File: src/rtl/rx_frame_buffer.sv
// Store-and-forward buffer for one rx frame: captures soc/data/eoc/error events,
// validates the frame, then replays it as a valid/ready byte stream.
module rx_frame_buffer #(
  parameter int DATA_WIDTH   = 8,
  parameter int DEPTH        = 32,
  parameter int DROP_ERRORED = 1
) (
  input  logic                         clk,
  input  logic                         rst,
  input  logic                         rx_soc,
  input  logic                         rx_eoc,
  input  logic                         rx_error,
  input  logic                         rx_data_valid,
  input  logic [DATA_WIDTH-1:0]        rx_data,
  input  logic [2:0]                   rx_data_bits,
  output logic                         out_valid,
  input  logic                         out_ready,
  output logic [DATA_WIDTH-1:0]        out_data,
  output logic                         out_last,
  output logic [2:0]                   out_last_bits,
  output logic [$clog2(DEPTH+1)-1:0]   out_len,
  output logic                         out_error,
  output logic                         frame_dropped,
  output logic                         rx_overrun
);
  localparam int LW = $clog2(DEPTH+1);
  localparam int AW = (DEPTH > 1) ? $clog2(DEPTH) : 1;

  typedef enum logic [1:0] {IDLE, RECV, OUT} state_t;

  state_t          state_q, state_d;
  logic [LW-1:0]   wr_ptr_q, wr_ptr_d, rd_ptr_q, rd_ptr_d, len_q, len_d;
  logic            bad_q, bad_d, ovf_q, ovf_d, err_q, err_d;
  logic [2:0]      last_bits_q, last_bits_d;
  logic            valid_q, valid_d, dropped_q, dropped_d, overrun_q, overrun_d;

  logic [DATA_WIDTH-1:0] mem [DEPTH];
  logic                  we;
  logic [DATA_WIDTH-1:0] wdata, wmask;
  logic                  has_room, last_hs, bad_n, ovf_n;
  logic [LW-1:0]         n_ptr;

  assign has_room = wr_ptr_q < LW'(DEPTH);
  assign last_hs  = valid_q && out_ready && (rd_ptr_q == len_q - LW'(1));

  // Partial last byte: bits at or above rx_data_bits are zeroed on write.
  always_comb begin
    wmask = '1;
    if (rx_data_bits != 3'd0) begin
      for (int i = 0; i < DATA_WIDTH; i++)
        if (i >= int'(rx_data_bits)) wmask[i] = 1'b0;
    end
  end

  always_comb begin
    state_d     = state_q;
    wr_ptr_d    = wr_ptr_q;
    rd_ptr_d    = rd_ptr_q;
    len_d       = len_q;
    bad_d       = bad_q;
    ovf_d       = ovf_q;
    err_d       = err_q;
    last_bits_d = last_bits_q;
    valid_d     = valid_q;
    dropped_d   = 1'b0;
    overrun_d   = 1'b0;
    we          = 1'b0;
    wdata       = rx_data;
    bad_n       = bad_q | rx_error;
    ovf_n       = ovf_q;
    n_ptr       = wr_ptr_q;
    case (state_q)
      IDLE: begin
        if (rx_soc) begin
          state_d  = RECV;
          wr_ptr_d = '0;
          bad_d    = 1'b0;
          ovf_d    = 1'b0;
        end
      end
      RECV: begin
        if (rx_soc) begin
          wr_ptr_d = '0;
          bad_d    = 1'b0;
          ovf_d    = 1'b0;
        end else if (rx_eoc) begin
          last_bits_d = 3'd0;
          if (rx_data_valid) begin
            if (has_room) begin
              we          = 1'b1;
              wdata       = rx_data & wmask;
              n_ptr       = wr_ptr_q + LW'(1);
              last_bits_d = rx_data_bits;
            end else begin
              // Unstored partial byte: the final output byte is a full one.
              ovf_n = 1'b1;
            end
          end
          wr_ptr_d = n_ptr;
          bad_d    = bad_n;
          ovf_d    = ovf_n;
          if (n_ptr == '0 || ((bad_n || ovf_n) && DROP_ERRORED != 0)) begin
            dropped_d = 1'b1;
            state_d   = IDLE;
          end else begin
            state_d  = OUT;
            len_d    = n_ptr;
            err_d    = bad_n | ovf_n;
            rd_ptr_d = '0;
            valid_d  = 1'b1;
          end
        end else if (rx_error) begin
          bad_d = 1'b1;
        end else if (rx_data_valid) begin
          if (has_room) begin
            we       = 1'b1;
            wr_ptr_d = wr_ptr_q + LW'(1);
          end else begin
            ovf_d = 1'b1;
          end
        end
      end
      OUT: begin
        if (rx_soc) overrun_d = 1'b1;
        if (last_hs) begin
          state_d     = IDLE;
          valid_d     = 1'b0;
          rd_ptr_d    = '0;
          len_d       = '0;
          err_d       = 1'b0;
          last_bits_d = 3'd0;
        end else if (valid_q && out_ready) begin
          rd_ptr_d = rd_ptr_q + LW'(1);
        end
      end
      default: state_d = IDLE;
    endcase
  end

  always_ff @(posedge clk) begin
    if (rst) begin
      state_q     <= IDLE;
      wr_ptr_q    <= '0;
      rd_ptr_q    <= '0;
      len_q       <= '0;
      bad_q       <= 1'b0;
      ovf_q       <= 1'b0;
      err_q       <= 1'b0;
      last_bits_q <= 3'd0;
      valid_q     <= 1'b0;
      dropped_q   <= 1'b0;
      overrun_q   <= 1'b0;
    end else begin
      state_q     <= state_d;
      wr_ptr_q    <= wr_ptr_d;
      rd_ptr_q    <= rd_ptr_d;
      len_q       <= len_d;
      bad_q       <= bad_d;
      ovf_q       <= ovf_d;
      err_q       <= err_d;
      last_bits_q <= last_bits_d;
      valid_q     <= valid_d;
      dropped_q   <= dropped_d;
      overrun_q   <= overrun_d;
    end
  end

  always_ff @(posedge clk) begin
    if (we && !rst) mem[wr_ptr_q[AW-1:0]] <= wdata;
  end

  assign out_valid     = valid_q;
  assign out_data      = mem[rd_ptr_q[AW-1:0]];
  assign out_last      = valid_q && (rd_ptr_q == len_q - LW'(1));
  assign out_last_bits = last_bits_q;
  assign out_len       = len_q;
  assign out_error     = err_q;
  assign frame_dropped = dropped_q;
  assign rx_overrun    = overrun_q;
endmodule

File: config.mk
export PLATFORM = sky130hd
export DESIGN_NAME = rx_frame_buffer
export DESIGN_NICKNAME = d
export VERILOG_FILES = /design/src/rtl/rx_frame_buffer.sv
export SDC_FILE = /design/constraint.sdc
export NUM_CORES = 1
export LEC_CHECK = 0
export CORE_MARGIN = 2
export CORE_UTILIZATION = 55
export DETAILED_ROUTE_END_ITERATION = 8
export PLACE_DENSITY = 0.82
export SYNTH_ARGS = -nofsm -noshare
export SYNTH_HDL_FRONTEND = slang
export SYNTH_SLANG_ARGS = --single-unit
File: constraint.sdc
create_clock -name clk -period 4.7 [get_ports clk]
set_clock_uncertainty 0.2 [all_clocks]
set_input_delay 0.47 -clock clk [delete_from_list [all_inputs] [get_ports clk]]
set_output_delay 0.47 -clock clk [all_outputs]
set_load 0.02 [all_outputs]
==> flow_metrics.py <==
metrics = {
    "detailed_routing": {
        "wl_per_cell_um": 27.1,
        "drtAntennaViolNets": 0,
        "routed_wl_um": 26900,
        "drt_pass1_iterations": 6,
        "highest_layer": "met4",
        "vias_per_cell": 6.44,
        "wl_met2_um": 13400,
        "drc": 0,
        "wl_met1_um": 10300,
        "vias": 6388,
        "drt_iter0_markers": 716,
        "route.met3.wl_um": 2560,
    },
    "floorplanning": {
        "core-area_um2": 21000,
        "die_w_um": 150,
        "dieHeight_um": 150,
        "initial_utilization": 0.560,
        "die_area_um2": 22500,
        "std_cell_rows": 53,
        "ios": 40,
    },
    "finish": {
        "fin_util": 0.648,
        "diodes": 0,
        "drive_above_1_share": 0.255,
        "final_common_cell": "edfxtp_1",
        "n_fill_cell": 1408,
        "layout_common_cells": "edfxtp_1 (256), mux4_2 (80), nor2_1 (53)",
        "synthToLayoutAreaGrowth_pct": 15.7,
        "nets": 719,
    },
    "synthesis": {
        "synth_flop_cell": "edfxtp_1",
        "synth_top_cell_by_area": "edfxtp_1",
        "synth_enable_flop_cells": 256,
        "netlist_top_cells_area": "edfxtp_1 (66%), mux4_2 (15%), dfxtp_1 (5.8%), nor2_1 (1.7%), mux2_2 (0.77%)",
        "avgSynthCellArea_um2": 18.6,
        "syn_area_um2": 11700,
        "synthDistinctLibCells": 57,
        "synth_warnings": 0,
        "ys_ff_latch": 290,
        "async_flop_share": 0,
        "yosysSeqAreaShare": 0.714,
        "synth.top_cell.area_share": 0.656,
        "syn-num-nets": 656,
        "synthCells": 632,
    },
    "placement": {
        "port_buffers": 39,
        "hpwl_um": 15500,
        "gp_congestion": 0.845,
    },
    "pwr": {
        "combinationalPowerShare": 0.020,
        "p_switching_mw": 1.05,
        "p_int_mw": 4.31,
        "swShare": 0.195,
        "power.total_mw": 5.35,
        "p_leak_nw": 4.18,
        "pwr-share-seq": 0.525,
        "power.density_nw_per_um2": 394,
        "p_clk_frac": 0.455,
        "peakVddDrop_uv": 204,
    },
    "timing": {
        "relSlewSlack": 0.0912,
        "tightest_slew_ps": 1360,
        "final.period_utilization": 0.914,
        "final-setup-viol-count": 0,
        "finalSetupTns_ps": 0,
        "hold_ws_ps": 265,
        "grt_setup_unrepaired": "no",
        "hold_violations": 0,
        "max_freq_mhz": 233,
        "slew_violations": 0,
        "period_needed_ps": 4290,
    },
    "critical_path": {
        "critPathMaxFanout": 26,
        "end_kind": "primary output",
        "crit_top_cell": "mux4_2",
        "path_cells": "buf_4 > mux4_2 > mux4_2 > mux2_2 > clkdlybuf4s50_1",
        "start_kind": "flop",
        "worst_ep_arrival_time_ps": 3620,
        "crit_path_top_delay_cell": "dfxtp_4",
        "crit_type": "flop to primary output",
        "cpPeakStageDelay_ps": 690,
        "r2r_start": "state_q[0]$_SDFFE_PP0P_",
        "reg2reg_setup_slack_ps": 1410,
        "required_ps": 4030,
    },
    "clock_network": {
        "htree_levels": 1,
        "clk_latency_ps": 530,
        "cts_buffers": 29,
        "cts_tree": "done",
        "cts_setup_buffers": 0,
        "cts_sinks": 290,
        "cts_hold_buf": 0,
        "cts.path.max_buffers": 3,
        "clkTransAtPathRegs_ps": 60,
        "root_buffer": "clkbuf_16",
        "cts_resized": 0,
    },
    "global_routing": {
        "grt_overflow_total": 0,
        "grt_pass1_vias": 6549,
        "grt_max_degree": 33,
        "grt_antenna_before_repair": 0,
        "grt_first_pass_wirelength_um": 40200,
        "grt_use_total": 0.245,
    },
    "run_status": {
        "status": "completed",
    },
    "flow_run": {
        "drv_cap": 0,
    },
    "worst_hold_path": {
        "hp-class": "flop to flop",
        "hp-start": "out_last_bits[0]$_SDFFE_PP0P_",
    },
}
## routing by layer
metal	GRT usage	up-vias
met1	0.341	3235
li1	-	2701
met4	0.0698	0
met5	0	-
met3	0.0466	56
met2	0.403	396
## power by group through the flow
stage,logic [mW],clock network [mW],registers [mW]
6_report,0.110,2.43,2.81
3_5_place_dp,0.107,0,2.86
5_1_grt,0.118,2.55,2.81
2_1_floorplan,0.0529,0,2.86
3_3_place_gp,0.0996,0,2.86
4_1_cts,0.109,2.46,2.81
## state kept, by name, indices dropped and copies added, names as in the netlist, named ones only
signal and cells:
bad_q 1, frame_dropped 1, mem 256, out_error 1, out_last_bits 3, out_len 6
out_valid 1, ovf_q 1, rd_ptr_q 6, rx_overrun 1, state_q 2, wr_ptr_q 6
## cell families (layout without fill, tap and decap cells)
logic type,after synthesis,count (layout),share of synthesized area
DFF,290,290,0.714
and+or+nand+nor,134,134,0.0556
muxes,89,89,0.162
AOI/OAI and AO/OA,59,59,0.0388
buffers and inverters,40,125,0.0129
xor gates and xnor gates,14,14,0.0105
adders and majority gates,6,6,0.00640
## cell type report
class	instances	area, µm²	share of cell area
flip-flops and latches	290	8370	0.617
inverters	9	33.8	0.00249
clock buffers	33	781	0.0575
repair buffers	63	571	0.0420
well taps	275	344	0.0254
multi-input cells	302	3230	0.238
clock inverters	20	241	0.0178
## metrics by stage
stage	std cells	cell area, µm²	setup WS (ps)
floorplan	632	11700	1650
global placement	939	12500	1010
detailed placement	939	12500	930
CTS	992	13600	359
global route	992	13600	245
finish	992	13600	406
## synth_stat cells (all sizes together), types with 2 or more instances
master,number
a32oi,3
a21oi,13
o41ai,2
mux4,80
nand3b,2
nand2,24
o31a,2
a31oi,10
or2,2
nand4,3
edfxtp,256
a21boi,3
and2,3
o2bb2ai,2
or3,3
o31ai,3
o21ai,4
dfxtp,34
mux2,8
inv,9
a22oi,2
ha,6
nor2,53
or4,4
nand3,12
nor3,8
and3,5
nand2b,4
buf,11
clkbuf,20
a32o,4
xnor2,10
nor2b,7
a2111oi,2
xor2,4
## worst max-delay path: cells and delay by family (launching register included)
kind	cells	cell delay, ps
multiplexers	3	1370
flip-flops	1	690
buffers and inverters	2	1010
## worst paths after layout
check                                       end  cells after the start
setup / recovery                    out_data[4]                      5
hold / removal    out_last_bits[0]$_SDFFE_PP0P_                      2
setup reg to reg           mem[19][1]$_DFFE_PP_                      6
hold reg to reg   out_last_bits[0]$_SDFFE_PP0P_                      2
Power figures use the tool's default switching activity.
